`config.mk`:
```
export PLATFORM = sky130hd
export DESIGN_NAME = tail_light_seq
export DESIGN_NICKNAME = d
export VERILOG_FILES = /design/src/rtl/tail_light_seq.sv
export SDC_FILE = /design/constraint.sdc
export NUM_CORES = 1
export LEC_CHECK = 0
export BUFFER_PORTS_ARGS = -buffer_cell sky130_fd_sc_hd__buf_4
export CAP_MARGIN = 40
export CORE_AREA = 4 4 41 43
export DETAILED_ROUTE_END_ITERATION = 12
export DIE_AREA = 0 0 45 47
export PLACE_DENSITY = 0.75
export SYNTH_ARGS = -nofsm -noshare
export SYNTH_HDL_FRONTEND = slang
export SYNTH_SLANG_ARGS = --single-unit
export TNS_END_PERCENT = 100
```
`constraint.sdc`:
```
create_clock -name clk_i -period 1.7 [get_ports clk_i]
set_input_delay 0.34 -clock clk_i [delete_from_list [all_inputs] [get_ports clk_i]]
set_output_delay 0.34 -clock clk_i [all_outputs]
set_load 0.1 [all_outputs]
```
`src/rtl/tail_light_seq.sv`:
```
// tail_light_seq: sequential tail-light controller with turn fill,
// hazard flashing and brake overlay, stepped by an internal prescaler.
module tail_light_seq #(
  parameter int N_LAMPS = 3,
  parameter int DIV     = 4
) (
  input  logic               clk_i,
  input  logic               rst_i,
  input  logic               left_i,
  input  logic               right_i,
  input  logic               haz_i,
  input  logic               brake_i,
  output logic [N_LAMPS-1:0] l_o,
  output logic [N_LAMPS-1:0] r_o,
  output logic               step_o
);

  localparam int CW = (DIV > 1) ? $clog2(DIV) : 1;
  localparam int SW = $clog2(N_LAMPS + 1);
  localparam logic [CW-1:0] CMAX = CW'(DIV - 1);
  localparam logic [SW-1:0] SMAX = SW'(N_LAMPS);

  typedef enum logic [2:0] {
    IDLE,
    LSEQ,
    RSEQ,
    HAZ_ON,
    HAZ_OFF
  } state_t;

  state_t             state_q, state_d;
  logic [SW-1:0]      s_q, s_d;
  logic [CW-1:0]      cnt_q, cnt_d;
  logic               step_q;
  logic               tick;
  logic [N_LAMPS-1:0] l_q, l_d;
  logic [N_LAMPS-1:0] r_q, r_d;
  logic [N_LAMPS-1:0] therm;
  logic               sel_haz, sel_l, sel_r;

  assign tick    = (cnt_q == CMAX);
  assign cnt_d   = tick ? '0 : cnt_q + CW'(1);
  assign sel_haz = haz_i | (left_i & right_i);
  assign sel_l   = left_i & ~sel_haz;
  assign sel_r   = right_i & ~sel_haz;

  // Prescaler count and registered step pulse.
  always_ff @(posedge clk_i or posedge rst_i) begin
    if (rst_i) begin
      cnt_q  <= '0;
      step_q <= 1'b0;
    end else begin
      cnt_q  <= cnt_d;
      step_q <= tick;
    end
  end

  // Sequencer state and step index register.
  always_ff @(posedge clk_i or posedge rst_i) begin
    if (rst_i) begin
      state_q <= IDLE;
      s_q     <= '0;
    end else begin
      state_q <= state_d;
      s_q     <= s_d;
    end
  end

  // Next state: only advances on tick, hazard wins over turns.
  always_comb begin
    state_d = state_q;
    s_d     = s_q;
    if (tick) begin
      if (sel_haz) begin
        state_d = (state_q == HAZ_ON) ? HAZ_OFF : HAZ_ON;
        s_d     = '0;
      end else if (sel_l) begin
        if (state_q == LSEQ) begin
          s_d = (s_q == SMAX) ? '0 : s_q + SW'(1);
        end else begin
          state_d = LSEQ;
          s_d     = SW'(1);
        end
      end else if (sel_r) begin
        if (state_q == RSEQ) begin
          s_d = (s_q == SMAX) ? '0 : s_q + SW'(1);
        end else begin
          state_d = RSEQ;
          s_d     = SW'(1);
        end
      end else begin
        state_d = IDLE;
        s_d     = '0;
      end
    end
  end

  // Lamp pattern from current state, brake forces non-turning lamps on.
  always_comb begin
    therm = '0;
    for (int i = 0; i < N_LAMPS; i++) begin
      therm[i] = (i < int'(s_q));
    end
    l_d = '0;
    r_d = '0;
    unique case (state_q)
      LSEQ:    l_d = therm;
      RSEQ:    r_d = therm;
      HAZ_ON: begin
        l_d = '1;
        r_d = '1;
      end
      default: ;
    endcase
    if (brake_i) begin
      l_d = (state_q == LSEQ) ? therm : '1;
      r_d = (state_q == RSEQ) ? therm : '1;
    end
  end

  // Registered lamp outputs.
  always_ff @(posedge clk_i or posedge rst_i) begin
    if (rst_i) begin
      l_q <= '0;
      r_q <= '0;
    end else begin
      l_q <= l_d;
      r_q <= r_d;
    end
  end

  assign l_o    = l_q;
  assign r_o    = r_q;
  assign step_o = step_q;

endmodule

```
==> out/results.ini, run 1 <==
[pwr]
irDropWorstVdd_uv = 602
p_int_w = 0.000578
pwr-share-seq_pct = 39.5
p_switching_w = 0.000501
clkPwrFrac_pct = 16.0
swShare_pct = 46.5
pwr-share-comb_pct = 44.5
powerDensity_nw_per_um2 = 1360
static-leakage-power_nw = 0.366

[sta]
setup_viol = 0
hold_viol = 0
fmaxAchievable_mhz = 786
period_needed_ns = 1.27
tightest_slew_ns = 0.523
setup_tns_ns = 0
slew_headroom_pct = 65.1
slew_viol_final = 0
finalCritPeriodShare_pct = 74.9
finalClockSkew_ns = 0.00225
rsz0062_at_grt = no

[worst_setup_path]
path_cells = ha_1 -> inv_1 -> a41o_1 -> o2bb2ai_1
crit_slowest_cell = dfrtp_1
crit_path_max_fanout = 11
reg2reg_slack_ns = 0.43
critPathTopFamily = flip-flops
cp_num_cells = 4
startpoint = cnt_q[0]
endpoint = state_q[0]
worstRegToRegCells = 4
slowest_delay_ns = 0.35
critical_path_arrival_ns = 1.43
r2r-end = state_q[0]
worstPathRequired_ns = 1.85
worst-setup-path-type = reg2reg
cp_num_buf_inv = 1
end_kind = register
r2r-start = cnt_q[0]
critPathLaunchType = register

[floorplanning]
num_io_pins = 13
dieWidth_um = 45
rows = 13
start_util_pct = 51.7
die_area_um2 = 2120
die_y_um = 47
core_um2 = 1300

[synthesis]
synth_cells = 64
ys_seq_area_share_pct = 52.0
yosys.area.top_type = dfrtp_1
syn_nets = 73
synth_area_leaders = dfrtp_1 52%, a21oi_1 6.7%, ha_1 5.6%, inv_1 4.5%, and4bb_2 3.7%
yosysWarnings = 0
ys_seq_elements = 14
post_synth_num_cell_types = 23
synth_area_um2 = 673
avgSynthCellArea_um2 = 10.5
synth_top_cell_area_share_pct = 52.0

[cells_and_area]
nets = 88
insertedDiodeCount = 0
mostFrequentLayoutCell = dfrtp_1
final_core_utilization_pct = 60.9
layout_common_cells = 14 x dfrtp_1, 12 x buf_4, 9 x a21oi_1
area_growth_pct = 17.7
post_route_cells_drive_above_1_share_pct = 23.4

[clocking]
cts_resized = 0
hold_buffers = 0
cts_buffers = 3
clkSinkCount = 14
h-tree-depth = 1
clock_latency_ns = 0.26
clkTransAtPathRegs_ns = 0.07
cts_buffer_depth = 2
postCtsSetupBuffers = 0
cts_tree = yes
clock-root-buffer = clkbuf_4

[routing]
antenna_left = 0
drt_iter0_drc = 10
wl_per_cell_um = 12.7
dr.pass1.iters = 3
wirelength_um = 1170
drc_errors = 0
vias = 518
vias_per_cell = 5.63

[run_status]
status = finished clean

[place]
io_buffers = 12
dp_hpwl_um = 882
place_congestion = 0.874

[hold_path]
hp-class = in2async

[global_route]
grt_max_degree = 15
grt-ovfl-total = 0
grt_first_pass_wirelength_um = 2110
grt_pass1_vias = 482
track_usage_pct = 14.5
antenna_found_initial = 0

[flow_run]
cap_viol_max_count = 0

==> power by group through the flow <==
stage	logic, W	clock network (W)	registers (W)
3_5_place_dp	0.000482	0	0.000432
2_1_floorplan	0.000100	0	0.000706
3_3_place_gp	0.000478	0	0.000431
6_report	0.000481	0.000172	0.000426
5_1_grt	0.000505	0.000195	0.000434
4_1_cts	0.000483	0.000181	0.000426
==> worst register-to-register path, stage by stage, from the launching register on <==
cell and delay (ns):
dfrtp_1 0.35, ha_1 0.35, inv_1 0.12, a41o_1 0.22, o2bb2ai_1 0.12
==> sequential cells by signal, summed over array words and instances, names as in the netlist <==
register and cells:
step_o 1, state_q 3, l_o 3, cnt_q 2, r_o 3, s_q 2
==> layout make-up <==
class / instances / area, um2
clock buffer: 3 / 22.5
fill: 119 / 509
inverter: 8 / 30.0
multi-input combinational: 40 / 280
sequential: 14 / 350
tap: 15 / 18.8
timing repair buffer: 12 / 90.1
==> synthesized netlist by cell type (all sizes together) <==
cell      n
o2bb2ai   1
clkbuf    1
nand2b    1
o2111ai   2
nor2      6
dfrtp    14
nand3b    1
o221ai    2
nor3      2
ha        3
a41o      1
buf       1
or2b      1
and3      1
a21o      1
o21ai     3
and4bb    2
mux2i     1
nand3     1
xor2      1
nor3b     1
a21oi     9
inv       8
==> cell families after synthesis <==
logic type / after synthesis / synth area share, %
AO/OA/AOI/OAI: 19 / 18.0
AND/OR/NAND/NOR: 16 / 15.2
flip-flops: 14 / 52.0
buffers and inverters: 10 / 6.32
adder cells (fa/ha/maj): 3 / 5.58
XOR/XNOR: 1 / 1.30
multiplexers: 1 / 1.49
==> worst min path at each step <==
stage          cells past startpoint   from  slack [ns]        to
6_report                           2  rst_i        0.11    step_o
5_1_grt                            2  rst_i        0.16    s_q[1]
4_1_cts                            2  rst_i        0.11    step_o
3_5_place_dp                       2  rst_i        0.40    step_o
3_3_place_gp                       2  rst_i        0.39    s_q[1]
2_1_floorplan                      1  rst_i        0.23  cnt_q[0]
==> through the flow <==
step                      cell area [um2]  worst slack [ns]  total power [W]  hold slack, ns  std cells
after floorplan                       673             0.477         0.000806           0.229         64
after global routing                  792             0.318          0.00113           0.159         92
after global placement                769             0.503         0.000910           0.393         89
after CTS                             792             0.436          0.00109           0.108         92
after detailed placement              769             0.446         0.000914           0.401         89
final                                 792             0.427          0.00108           0.106         92
==> routing by layer <==
layer	vias to the layer above	share of wire, %	wire length, um	track usage [%]
li1	252	-	-	-
met1	251	48	557	18.8
met2	13	44	515	20.1
met3	2	6.1	71	3.07
met4	0	2.3	27	13.5
met5	-	0	0	0
(Power assumes the default switching activity.)
==> run 2: changes to the inputs <==
--- a/config.mk
+++ b/config.mk
@@ -5,11 +5,12 @@
 export SDC_FILE = /design/constraint.sdc
 export NUM_CORES = 1
 export LEC_CHECK = 0
+export ABC_AREA = 1
 export BUFFER_PORTS_ARGS = -buffer_cell sky130_fd_sc_hd__buf_4
 export CAP_MARGIN = 40
-export CORE_AREA = 4 4 41 43
+export CORE_MARGIN = 4
+export CORE_UTILIZATION = 51
 export DETAILED_ROUTE_END_ITERATION = 12
-export DIE_AREA = 0 0 45 47
 export PLACE_DENSITY = 0.75
 export SYNTH_ARGS = -nofsm -noshare
 export SYNTH_HDL_FRONTEND = slang
==> constraint.sdc (replaced) <==
create_clock -name clk_i -period 1.2 [get_ports clk_i]
set_input_delay 0.24 -clock clk_i [delete_from_list [all_inputs] [get_ports clk_i]]
set_output_delay 0.24 -clock clk_i [all_outputs]
set_load 0.1 [all_outputs]
==> run 2 against run 1 <==
Net effect:
- setup slack got worse by 0.38 ns
- flip-flop and latch count did not move
- power rose by 85%
- worst hold slack improved by 0.14 ns
- non-clock buffer count rose by 4
- clock skew barely moved
==> out/results.ini, run 2 <==
[run_status]
status = finished clean  ; unchanged

[sta]
setup_ws_ns = 0.0518  ; was 0.427 ns
fmaxAchievable_mhz = 871
period_needed_ns = 1.15
finalClockSkew_ns = 0.00258  ; was 0.00225 ns
slew_viol_final = 0  ; unchanged
holdWs_ns = 0.241  ; was 0.106 ns
setup_viol = 0  ; unchanged
finalCritPeriodShare_pct = 95.7
slew_headroom_pct = 65.8  ; was 65.1%
tightest_slew_ns = 0.513  ; was 0.523 ns
hold_viol = 0  ; unchanged

[pwr]
powerDensity_nw_per_um2 = 2280  ; was 1360 nW/um2
finalPower_w = 0.00200  ; was 0.00108 W
static-leakage-power_nw = 0.451  ; was 0.366 nW
irDropWorstVdd_uv = 863  ; was 602 uV

[synthesis]
ys_seq_area_share_pct = 50.6  ; was 52.0%
synthTopCellsByCount = 19 x nand2_1, 14 x dfrtp_1, 9 x inv_1  ; was 14 x dfrtp_1, 9 x a21oi_1, 8 x inv_1
avgSynthCellArea_um2 = 8.76  ; was 10.5 um2
synth_top_cell_area_share_pct = 50.6  ; was 52.0%
synth_cells = 79  ; was 64
syn_nets = 88  ; was 73
synth-edff-count = 0  ; unchanged
synth_xor_area_share_pct = 0  ; was 1.30%
synth_area_um2 = 692  ; was 673 um2
synth_ff_type = dfrtp_1  ; unchanged
post_synth_num_cell_types = 16  ; was 23
yosysWarnings = 0  ; unchanged
synthSimpleGateAreaFrac_pct = 28.9  ; was 15.2%
muxShareOfSynthArea_pct = 0  ; was 1.49%
yosys.area_share.adder_pct = 5.42  ; was 5.58%
synthArstFlopShare_pct = 100  ; unchanged
synth_most_common_cell = nand2_1  ; was dfrtp_1
yosys.area.top_type = dfrtp_1  ; unchanged
synth_area_leaders = dfrtp_1 51%, nand2_1 10%, a21oi_1 5.8%, ha_1 5.4%, nand3_1 5.1%  ; was dfrtp_1 52%, a21oi_1 6.7%, ha_1 5.6%, inv_1 4.5%, and4bb_2 3.7%
synth_top_family_by_area = simple AND/OR/NAND/NOR gates  ; was compound AO/OA/AOI/OAI gates
synth_compound_area_share_pct = 9.04  ; was 18.0%
ys_seq_elements = 14  ; unchanged

[cells_and_area]
fin_area_um2 = 875  ; was 792 um2
insertedDiodeCount = 0  ; unchanged
layout_common_cells = 18 x nand2_1, 15 x buf_4, 14 x dfrtp_1  ; was 14 x dfrtp_1, 12 x buf_4, 9 x a21oi_1
post_route_cells_drive_above_1_share_pct = 33.3  ; was 23.4%
nets = 109  ; was 88
area_growth_pct = 26.4  ; was 17.7%
mostFrequentLayoutCell = nand2_1  ; was dfrtp_1
fin_cells = 114  ; was 92

[clocking]
cts_buffer_depth = 2  ; unchanged
cts_buffers = 3  ; unchanged
h-tree-depth = 1  ; unchanged
clock_latency_ns = 0.29  ; was 0.26 ns
clkTransAtPathRegs_ns = 0.08  ; was 0.07 ns
cts_tree = yes  ; unchanged
clock-root-buffer = clkbuf_4  ; unchanged
clkSinkCount = 14  ; unchanged

[global_route]
grt_max_degree = 15  ; unchanged
grt_first_pass_wirelength_um = 2280  ; was 2110 um
antenna_found_initial = 0  ; unchanged
grt-ovfl-total = 0  ; unchanged
track_usage_pct = 16.1  ; was 14.5%
grt_pass1_vias = 565  ; was 482

[worst_setup_path]
cp_num_cells = 1  ; was 4
startpoint = l_o[1]  ; was cnt_q[0]
r2r-start = state_q[2]  ; was cnt_q[0]
critical_path_arrival_ns = 0.91  ; was 1.43 ns
end_kind = primary output  ; was register
slowest_delay_ns = 0.34  ; was 0.35 ns
critPathTopFamily = flip-flops  ; unchanged
worstPathRequired_ns = 0.96  ; was 1.85 ns
path_cells = buf_4  ; was ha_1 -> inv_1 -> a41o_1 -> o2bb2ai_1
reg2reg_slack_ns = 0.07  ; was 0.43 ns
crit_slowest_cell = dfrtp_1  ; unchanged
crit_path_max_fanout = 1  ; was 11
cp_num_buf_inv = 1  ; unchanged
worst-setup-path-type = reg2out  ; was reg2reg
critPathLaunchType = register  ; unchanged
endpoint = l_o[1]  ; was state_q[0]
r2r-end = state_q[1]  ; was state_q[0]
worstRegToRegCells = 6  ; was 4

[floorplanning]
core_um2 = 1280  ; was 1300 um2
start_util_pct = 53.8  ; was 51.7%
dieWidth_um = 44.8  ; was 45 um
die_y_um = 44.8  ; was 47 um
rows = 13  ; unchanged
die_area_um2 = 2010  ; was 2120 um2
num_io_pins = 13  ; unchanged

[routing]
vias = 604  ; was 518
vias_per_cell = 5.30  ; was 5.63
antenna_left = 0  ; unchanged
wl_per_cell_um = 12.7  ; about the same
wirelength_um = 1450  ; was 1170 um
dr.pass1.iters = 4  ; was 3
drc_errors = 0  ; unchanged
drt_iter0_drc = 18  ; was 10

[place]
place_congestion = 0.863  ; was 0.874
dp_hpwl_um = 1030  ; was 882 um
place_area_um2 = 816  ; was 769 um2
io_buffers = 12  ; unchanged
dp.cells = 108  ; was 89
post-place-ws_ns = 0.0645  ; was 0.446 ns

[flow_run]
cap_viol_max_count = 0  ; unchanged

[hold_path]
hp-class = in2reg  ; was in2async
min_from = brake_i

[run 2: cell types whose count changed in the layout (fill, tap and decap cells not counted), sizes merged, moves of 2 or more]
cell,previous run,this run
and4bb,2,0
buf,12,15
inv,8,11
nand2,0,22
nand3,1,8
o2111ai,2,0
o221ai,2,0
[run 2: worst min-delay path by stage]
stage               cells past startpoint        to  slack [ns]
floorplan                               1  cnt_q[0]        0.13
global placement                        2    l_o[0]        0.30
detailed placement                      2    l_o[0]        0.31
CTS                                     3    l_o[2]        0.24
global route                            3    l_o[2]        0.25
finish                                  3    l_o[2]        0.24
[run 2: layout make-up]
class	instances	area [um2]
Fill cell	97	410
Sequential cell	14	350
Multi-Input combinational cell	54	305
Tap cell	15	18.8
Timing Repair Buffer	16	123
Clock buffer	4	36.3
Inverter	11	41.3
[run 2: repair_timing]
action                                 in CTS  in global routing
gates resized for setup                     0                  3
setup buffers                               0                  1
endpoints found under the hold margin       6                  0
setup endpoints to repair                   0                  5
hold buffers                                1                  0
[run 2: cells by family after synthesis]
logic type	Yosys count
flip-flops	14
adder cells (fa/ha/maj)	3
AND/OR/NAND/NOR	39
AO/OA/AOI/OAI	12
buffers and inverters	11
[run 2: per-layer routing]
metal,vias to the layer above,wire [um],global-route usage [%]
met5,-,0,0
met4,0,53,12.3
met3,5,115,2.79
met2,26,730,27.8
met1,278,551,17.2
li1,295,-,-
[run 2: per-stage QoR]
stage	util (%)	setup TNS, ns
after global routing	68.1	-0.0376
final	68.1	0
after global placement	63.5	0
after detailed placement	63.5	0
after floorplan	-	0
after CTS	67.1	0
[run 2: worst register-to-register path: cells and delay by family, from the launching register on]
family                 cells  cell delay, ns
and+or+nand+nor            5            0.49
DFF                        1            0.40
buffers and inverters      1            0.12
[run 2: where the power goes]
part | switching, W | leakage [nW] | total (W) | internal [W]
combinational | 0.000789 | 0.262 | 0.00101 | 0.000224
clock | 0.000155 | 0.0210 | 0.000340 | 0.000185
sequential | 0.0000698 | 0.168 | 0.000645 | 0.000575
